**config.mk**
```make
export PLATFORM = sky130hd
export DESIGN_NAME = axi_mcast_b_joiner
export DESIGN_NICKNAME = d
export VERILOG_FILES = /design/src/rtl/axi_mcast_b_joiner.sv
export SDC_FILE = /design/constraint.sdc
export NUM_CORES = 1
export LEC_CHECK = 0
export CAP_MARGIN = 10
export CORE_ASPECT_RATIO = 1.1
export CORE_MARGIN = 3
export CORE_UTILIZATION = 58
export DETAILED_ROUTE_END_ITERATION = 10
export GPL_TIMING_DRIVEN = 1
export PLACE_DENSITY = 0.85
export SYNTH_ARGS = -nofsm -noshare
export SYNTH_HDL_FRONTEND = slang
export SYNTH_SLANG_ARGS = --single-unit
```
**constraint.sdc**
```tcl
create_clock -name clk_i -period 8.31 [get_ports clk_i]
set_clock_uncertainty 0.1 [all_clocks]
set_input_delay 1.2465 -clock clk_i [delete_from_list [all_inputs] [get_ports clk_i]]
set_output_delay 1.2465 -clock clk_i [all_outputs]
set_load 0.02 [all_outputs]
```
**src/rtl/axi_mcast_b_joiner.sv**
```systemverilog
`default_nettype none
// +----------------------------------------------------------------------------+
// | Module   : axi_mcast_b_joiner                                              |
// | Brief    : Collects one B beat per selected master port for each committed |
// |            multicast write and returns a single merged B to the slave port.|
// | Revision : 1.0                                                             |
// +----------------------------------------------------------------------------+
module axi_mcast_b_joiner #(
    parameter int unsigned NoMstPorts = 4,
    parameter int unsigned MaxTrans   = 8,
    parameter int unsigned IdWidth    = 4,
    parameter int unsigned UserWidth  = 1
) (
    input  logic                            clk_i,
    input  logic                            rst_i,
    input  logic                            aw_valid_i,
    output logic                            aw_ready_o,
    input  logic [NoMstPorts-1:0]           aw_mask_i,
    input  logic [IdWidth-1:0]              aw_id_i,
    input  logic [NoMstPorts-1:0]           mst_b_valid_i,
    output logic [NoMstPorts-1:0]           mst_b_ready_o,
    input  logic [NoMstPorts*IdWidth-1:0]   mst_b_id_i,
    input  logic [NoMstPorts*2-1:0]         mst_b_resp_i,
    input  logic [NoMstPorts*UserWidth-1:0] mst_b_user_i,
    output logic                            slv_b_valid_o,
    input  logic                            slv_b_ready_i,
    output logic [IdWidth-1:0]              slv_b_id_o,
    output logic [1:0]                      slv_b_resp_o,
    output logic [UserWidth-1:0]            slv_b_user_o
);

    localparam int unsigned C_PTR_W = (MaxTrans > 1) ? $clog2(MaxTrans) : 1;
    localparam int unsigned C_CNT_W = $clog2(MaxTrans + 1);

    typedef enum logic [0:0] {
        ST_COLLECT = 1'b0,
        ST_RESPOND = 1'b1
    } state_e;

    state_e                  state_q;
    logic [NoMstPorts-1:0]   mask_mem_q [MaxTrans];
    logic [IdWidth-1:0]      id_mem_q   [MaxTrans];
    logic [C_PTR_W-1:0]      wr_ptr_q;
    logic [C_PTR_W-1:0]      rd_ptr_q;
    logic [C_CNT_W-1:0]      count_q;
    logic [NoMstPorts-1:0]   rcvd_q;
    logic                    dec_q;
    logic                    slv_q;
    logic                    okay_q;
    logic [UserWidth-1:0]    user_acc_q;
    logic [IdWidth-1:0]      slv_id_q;
    logic [1:0]              slv_resp_q;
    logic [UserWidth-1:0]    slv_user_q;

    logic                    dec_d;
    logic                    slv_d;
    logic                    okay_d;
    logic [UserWidth-1:0]    user_acc_d;
    logic                    w_head_valid;
    logic [NoMstPorts-1:0]   w_head_mask;
    logic [IdWidth-1:0]      w_head_id;
    logic                    w_push;
    logic                    w_pop;
    logic [NoMstPorts-1:0]   w_hs;
    logic                    w_done;
    logic [1:0]              w_merged_resp;

    function automatic logic [C_PTR_W-1:0] f_ptr_inc(input logic [C_PTR_W-1:0] p);
        return (p == C_PTR_W'(MaxTrans - 1)) ? '0 : p + C_PTR_W'(1);
    endfunction

    assign w_head_valid  = (count_q != '0);
    assign w_head_mask   = mask_mem_q[rd_ptr_q];
    assign w_head_id     = id_mem_q[rd_ptr_q];
    assign aw_ready_o    = (count_q != C_CNT_W'(MaxTrans));
    assign w_push        = aw_valid_i & aw_ready_o;
    assign w_pop         = (state_q == ST_RESPOND) & slv_b_ready_i;
    assign mst_b_ready_o = (w_head_valid && state_q == ST_COLLECT) ? (w_head_mask & ~rcvd_q) : '0;
    assign w_hs          = mst_b_valid_i & mst_b_ready_o;

    assign slv_b_valid_o = (state_q == ST_RESPOND);
    assign slv_b_id_o    = slv_id_q;
    assign slv_b_resp_o  = slv_resp_q;
    assign slv_b_user_o  = slv_user_q;

    // okay_d remembers that some port returned plain OKAY, which spoils an all-EXOKAY merge
    always_comb begin
        dec_d      = dec_q;
        slv_d      = slv_q;
        okay_d     = okay_q;
        user_acc_d = user_acc_q;
        for (int i = 0; i < int'(NoMstPorts); i++) begin
            if (w_hs[i]) begin
                case (mst_b_resp_i[2*i +: 2])
                    2'd3:    dec_d  = 1'b1;
                    2'd2:    slv_d  = 1'b1;
                    2'd1:    ;
                    default: okay_d = 1'b1;
                endcase
                user_acc_d = user_acc_d | mst_b_user_i[i*UserWidth +: UserWidth];
            end
        end
        w_done = w_head_valid && ((rcvd_q | w_hs) == w_head_mask);
        if (dec_d || (w_head_mask == '0)) begin
            w_merged_resp = 2'd3;
        end else if (slv_d) begin
            w_merged_resp = 2'd2;
        end else if (!okay_d) begin
            w_merged_resp = 2'd1;
        end else begin
            w_merged_resp = 2'd0;
        end
    end

    always_ff @(posedge clk_i) begin
        if (w_push) begin
            mask_mem_q[wr_ptr_q] <= aw_mask_i;
            id_mem_q[wr_ptr_q]   <= aw_id_i;
        end
    end

    always_ff @(posedge clk_i or posedge rst_i) begin
        if (rst_i) begin
            state_q    <= ST_COLLECT;
            wr_ptr_q   <= '0;
            rd_ptr_q   <= '0;
            count_q    <= '0;
            rcvd_q     <= '0;
            dec_q      <= 1'b0;
            slv_q      <= 1'b0;
            okay_q     <= 1'b0;
            user_acc_q <= '0;
            slv_id_q   <= '0;
            slv_resp_q <= '0;
            slv_user_q <= '0;
        end else begin
            if (w_push) begin
                wr_ptr_q <= f_ptr_inc(wr_ptr_q);
            end
            if (w_pop) begin
                rd_ptr_q <= f_ptr_inc(rd_ptr_q);
            end
            case ({w_push, w_pop})
                2'b10:   count_q <= count_q + C_CNT_W'(1);
                2'b01:   count_q <= count_q - C_CNT_W'(1);
                default: count_q <= count_q;
            endcase

            case (state_q)
                ST_COLLECT: begin
                    rcvd_q     <= rcvd_q | w_hs;
                    dec_q      <= dec_d;
                    slv_q      <= slv_d;
                    okay_q     <= okay_d;
                    user_acc_q <= user_acc_d;
                    if (w_done) begin
                        state_q    <= ST_RESPOND;
                        slv_id_q   <= w_head_id;
                        slv_resp_q <= w_merged_resp;
                        slv_user_q <= user_acc_d;
                    end
                end
                ST_RESPOND: begin
                    if (slv_b_ready_i) begin
                        state_q    <= ST_COLLECT;
                        rcvd_q     <= '0;
                        dec_q      <= 1'b0;
                        slv_q      <= 1'b0;
                        okay_q     <= 1'b0;
                        user_acc_q <= '0;
                        slv_id_q   <= '0;
                        slv_resp_q <= '0;
                        slv_user_q <= '0;
                    end
                end
                default: state_q <= ST_COLLECT;
            endcase
        end
    end

`ifndef SYNTHESIS
    // A B beat accepted for the head entry must carry the head's ID
    for (genvar g = 0; g < int'(NoMstPorts); g++) begin : g_id_chk
        a_b_id_match: assert property (@(posedge clk_i) disable iff (rst_i)
            w_hs[g] |-> (mst_b_id_i[g*IdWidth +: IdWidth] == w_head_id));
    end
`endif

endmodule
`default_nettype wire

```
==> impl_metrics.ini, run 1 <==
[setup_path]
crit_path_cell_trace = buf_4 -> mux4_1 -> mux2i_2 -> nor3_1 -> clkdlybuf4s50_1
r2r_cells = 7
cp.required_ns = 6.96
cp-end-kind = output port
cp_num_buf_inv = 2
criticalPathCategory = reg -> out
critPathTopFamily = multiplexers
start_kind = register
cp.arrival_ns = 2.71
cp_num_cells = 5
cp_slowest_stage_delay_ns = 0.64
worstPathMaxFanout = 25
worst_path_max_delay_cell = mux4_1

[drt]
wirelength_um = 8014
wl_met1_um = 3379
wl_met2_um = 4010
dr.pass1.iters = 4
vias_per_cell = 6.047
avgRoutedWirePerCell_um = 19.89
drc = 0
maxUsedRoutingLayer = met4
met3WireLength_um = 471
drtIter0Drc = 131
num_vias = 2437
antenna_left = 0

[clocking]
cts_buffers = 9
cts_tree = built
cts_sinks = 90
clkLatencyLatePin_ns = 0.36
cts_root_buffer = clkbuf_8
htree_num_levels = 3
clk_pin_slew_ns = 0.09
cts_hold_buf = 0
cts_resized = 0
postCtsSetupBuffers = 0
clockBufferDepth = 2

[synthesis]
synth-seq-cells = 90
ys.flop_type = edfxtp_1
avgSynthCellArea_um2 = 15.08
synth_cell_types = 51
async_reset_ff_share_pct = 28.89
synthCells = 268
synth-edff-count = 64
yosysSeqAreaShare_pct = 63.65
synth_warnings = 0
synth_nets = 320
syn-cell-area_mm2 = 0.004041

[power]
power_leakage_nw = 1.783
vdd_drop_max_v = 0.0002130
finalPower_mw = 1.640
power_density_mw_per_mm2 = 346.8

[sta]
finalSetupTns_ns = 0
period_needed_ns = 4.060
maxSlewViolCount = 0
finalSetupViolations = 0
min_period_over_period_pct = 48.86
worst_pin_slew_ns = 1.033
hold_viol_final = 0
holdWs_ns = 0.4023
slew_headroom_pct = 31.06
fmax_ghz = 0.2463
rsz0062_at_grt = false

[placed_design]
gp_congestion = 0.8908
io_buffers = 40
dp.cells = 387
place_hpwl_um = 5352

[floorplanning]
rows = 31
fp.dieArea_mm2 = 0.008007
start_util_pct = 60.58
io-pin-count = 57
coreArea_mm2 = 0.006671
fp.dieW_um = 85.59
fp.dieH_um = 93.55

[status]
outcome = finished clean

[grt]
overflow = 0
grt_pass1_vias = 2544
grt_max_degree = 27
antenna_found_initial = 0
grtUsageTotal_pct = 21.52
grt_first_pass_wirelength_um = 12870

[layout]
final_nets = 368
nFillCells = 446
drive_gt1_share_pct = 13.71
stdcell_count = 403
num_antenna_cells = 0
area_growth_pct = 17.00

[run]
drv_cap = 0

[worst_hold_path]
hp-class = reg -> reg
whs_path_depth = 1
power breakdown:
part           internal, mW  switching [mW]  total (mW)
Clock                 0.144           0.160       0.304
Combinational         0.313           0.328       0.641
Sequential            0.592           0.103       0.694
cells in the mapped netlist, types with 2 or more instances:
master / count / area [µm²]
a21o_1: 5 / 37.54
a21oi_1: 3 / 15.01
a22oi_1: 6 / 45.04
a41oi_1: 2 / 17.52
and2_1: 3 / 18.77
and3_1: 4 / 25.02
buf_2: 2 / 10.01
buf_6: 2 / 22.52
clkbuf_1: 3 / 11.26
dfrtp_1: 26 / 650.6
edfxtp_1: 64 / 1922
ha_1: 7 / 87.58
inv_1: 10 / 37.54
mux2_2: 4 / 45.04
mux2i_1: 21 / 210.2
mux4_1: 2 / 52.55
mux4_2: 9 / 202.7
nand2_1: 20 / 75.07
nand2b_1: 3 / 18.77
nand3_1: 2 / 10.01
nand4_1: 3 / 18.77
nor2_1: 10 / 37.54
nor2b_1: 4 / 25.02
nor3_1: 14 / 70.07
nor4_1: 3 / 18.77
nor4b_1: 4 / 35.03
o21ai_0: 2 / 10.01
o22ai_1: 4 / 25.02
or2_2: 2 / 12.51
xnor2_1: 2 / 17.52
xor2_1: 2 / 17.52
layout by cell type, fill, tap and decap left out, types with 9 or more instances in the layout:
cell type	Yosys	layout
clkbuf_8	0	9
nor2_1	10	10
dfrtp_1	26	26
edfxtp_1	64	64
mux2i_1	21	21
nor3_1	14	13
mux4_2	9	9
nand2_1	20	20
clkdlybuf4s50_1	0	40
inv_1	10	10
metrics by stage:
| stage | cell area [µm²] | setup slack, ns | utilization [%] |
|---|---|---|---|
| floorplan | 4041 | 5.216 | - |
| global placement | 4523 | 4.515 | 67.80 |
| detailed placement | 4523 | 4.448 | 67.80 |
| CTS | 4728 | 4.223 | 70.87 |
| global route | 4728 | 4.110 | 70.87 |
| finish | 4728 | 4.250 | 70.87 |
final timing paths:
path | startpoint | endpoint | slack (ns)
min reg2reg | count_q[3]$_DFFE_PP0P_ | count_q[3]$_DFFE_PP0P_ | 0.40
min | count_q[3]$_DFFE_PP0P_ | count_q[3]$_DFFE_PP0P_ | 0.40
max reg2reg | rd_ptr_q[0]$_DFFE_PP0P_ | slv_b_user_o$_DFFE_PP0P_ | 4.78
max | rd_ptr_q[0]$_DFFE_PP0P_ | mst_b_ready_o[2] | 4.25
max in group asynchronous | rst_i | wr_ptr_q[2]$_DFFE_PP0P_ | 6.15
min in group asynchronous | rst_i | okay_q$_DFFE_PP0P_ | 1.33
state kept, by name, indices dropped and copies added (netlist names):
name,count
wr_ptr_q,3
id_mem_q,32
slv_b_resp_o,2
dec_q,1
rd_ptr_q,3
slv_b_id_o,4
rcvd_q,4
slv_b_user_o,1
mask_mem_q,32
okay_q,1
slv_q,1
user_acc_q,1
slv_b_valid_o,1
count_q,4
final cells by class:
type | instances | area [µm²] | share of cell area (%)
Timing Repair Buffer | 45 | 437.9 | 9.262
Sequential cell | 90 | 2572 | 54.41
Clock inverter | 7 | 81.33 | 1.720
Multi-Input combinational cell | 160 | 1373 | 29.03
Inverter | 10 | 37.54 | 0.7939
Clock buffer | 9 | 123.9 | 2.620
Tap cell | 82 | 102.6 | 2.170
kinds of logic (layout without fill, tap and decap cells):
family	Yosys count	in the layout	synth area share (%)
muxes	38	38	13.34
adders and majority gates	8	8	2.662
buffers and inverters	18	71	2.508
xor gates and xnor gates	4	4	0.8670
DFF	90	90	63.65
AOI/OAI and AO/OA	30	30	6.037
and+or+nand+nor	80	80	10.93
routing by layer:
metal	track usage, %	up-vias
met5	0	-
met4	8.443	0
met3	4.758	17
met2	35.56	82
met1	27.80	1200
li1	-	1138
Note: power is estimated with default switching activity, not from simulation.
==> inputs of run 2 (changes only) <==
Settings changed: CORE_UTILIZATION 58 to 49, PLACE_DENSITY 0.85 to 0.77.
Clock period 8.31 ns to 3.55 ns, I/O delays scaled along.
==> impl_metrics.ini, run 2 (synthesized netlist as in run 1, its figures left out) <==
[status]
outcome = finished clean

[clocking]
cts_hold_buf = 0
cts_buffers = 9
cts_sinks = 90
htree_num_levels = 3
cts_root_buffer = clkbuf_8
clockBufferDepth = 2
clkLatencyLatePin_ns = 0.35
cts_tree = built
cts_resized = 0
postCtsSetupBuffers = 0
clk_pin_slew_ns = 0.09

[sta]
finalSetupViolations = 0
period_needed_ns = 3.378
fmax_ghz = 0.2961
maxSlewViolCount = 0
finalSetupTns_ns = 0
hold_viol_final = 0
min_period_over_period_pct = 95.15
worst_pin_slew_ns = 1.008
slew_headroom_pct = 32.72
rsz0062_at_grt = false

[floorplanning]
rows = 34
coreArea_mm2 = 0.007955
fp.dieW_um = 92.59
fp.dieArea_mm2 = 0.009375
io-pin-count = 57
start_util_pct = 50.80
fp.dieH_um = 101.3

[layout]
mostFrequentLayoutCells = edfxtp_1 (64), clkdlybuf4s50_1 (40), dfrtp_1 (26), mux2i_1 (21), nand2_1 (20)
final_nets = 374
drive_gt1_share_pct = 14.68
final_util_pct = 60.05
area_growth_pct = 18.20
biggestRegsByFlops = id_mem_q x32, mask_mem_q x32
num_antenna_cells = 0
final_common_cell = edfxtp_1

[drt]
drtIter0Drc = 144
antenna_left = 0
dr.pass1.iters = 5
drc = 0
vias_per_cell = 5.577
num_vias = 2426
avgRoutedWirePerCell_um = 18.25
wirelength_um = 7940

[grt]
grt_max_degree = 27
antenna_found_initial = 0
overflow = 0
grt_first_pass_wirelength_um = 12750
grt_pass1_vias = 2498
grtUsageTotal_pct = 18.04

[run]
drv_cap = 0

[setup_path]
criticalPathCategory = reg -> out
worstPathMaxFanout = 23
cp-end-kind = output port
start_kind = register
cp.arrival_ns = 2.75
cp.required_ns = 2.92

[worst_hold_path]
hp-class = reg -> reg

[power]
vdd_drop_max_v = 0.0003284
power_density_mw_per_mm2 = 794.4
power_leakage_nw = 1.796

[placed_design]
gp_congestion = 0.8251
io_buffers = 40
place_hpwl_um = 5516
[run 2: metal layers]
metal / vias to the layer above / global-route usage [%] / wire [µm]
met5: - / 0 / 0
met4: 0 / 5.714 / 113
met3: 9 / 4.160 / 349
met2: 52 / 31.42 / 3969
met1: 1225 / 22.53 / 3508
li1: 1140 / - / -
[run 2: power breakdown]
group	switching (mW)	total [mW]	leakage [nW]	internal, mW
logic	0.788	1.54	0.809	0.757
clock network	0.376	0.642	0.0902	0.266
registers	0.223	1.61	0.897	1.39
[run 2: final cells by class]
class / instances / area (µm²)
Timing Repair Buffer: 51 / 483.0
Clock inverter: 7 / 57.56
Inverter: 10 / 37.54
Clock buffer: 9 / 123.9
Fill cell: 602 / 3178
Sequential cell: 90 / 2572
Multi-Input combinational cell: 160 / 1368
Tap cell: 108 / 135.1
[run 2: critical path, stage by stage, from the launching register on]
cell,delay (ns)
dfrtp_1,0.45
buf_4,0.42
mux2i_1,0.16
a22oi_1,0.36
nand2_1,0.20
nor3_1,0.19
clkdlybuf4s50_1,0.64
[run 2: stage by stage]
| stage | total power, mW | hold slack, ns | area, µm² | setup WS, ns | std cells |
|---|---|---|---|---|---|
| global placement | 3.121 | 0.3863 | 4596 | 0.5598 | 419 |
| detailed placement | 3.188 | 0.3874 | 4596 | 0.4483 | 419 |
| global route | 4.049 | 0.4244 | 4777 | 0.003058 | 435 |
| finish | 3.795 | 0.4063 | 4777 | 0.1723 | 435 |
| floorplan | 2.709 | 0.3631 | 4041 | 0.6813 | 268 |
| CTS | 3.828 | 0.4054 | 4777 | 0.1560 | 435 |
[run 2: final timing paths]
path | startpoint | endpoint | slack (ns) | depth (start not counted)
min | count_q[3]$_DFFE_PP0P_ | count_q[3]$_DFFE_PP0P_ | 0.41 | 1
min reg2reg | count_q[3]$_DFFE_PP0P_ | count_q[3]$_DFFE_PP0P_ | 0.41 | 1
max reg2reg | rd_ptr_q[0]$_DFFE_PP0P_ | slv_b_id_o[2]$_DFFE_PP0P_ | 0.42 | 7
max | rd_ptr_q[0]$_DFFE_PP0P_ | mst_b_ready_o[1] | 0.17 | 6
min in group asynchronous | rst_i | slv_b_id_o[2]$_DFFE_PP0P_ | 0.62 | 2
max in group asynchronous | rst_i | slv_q$_DFFE_PP0P_ | 2.11 | 2
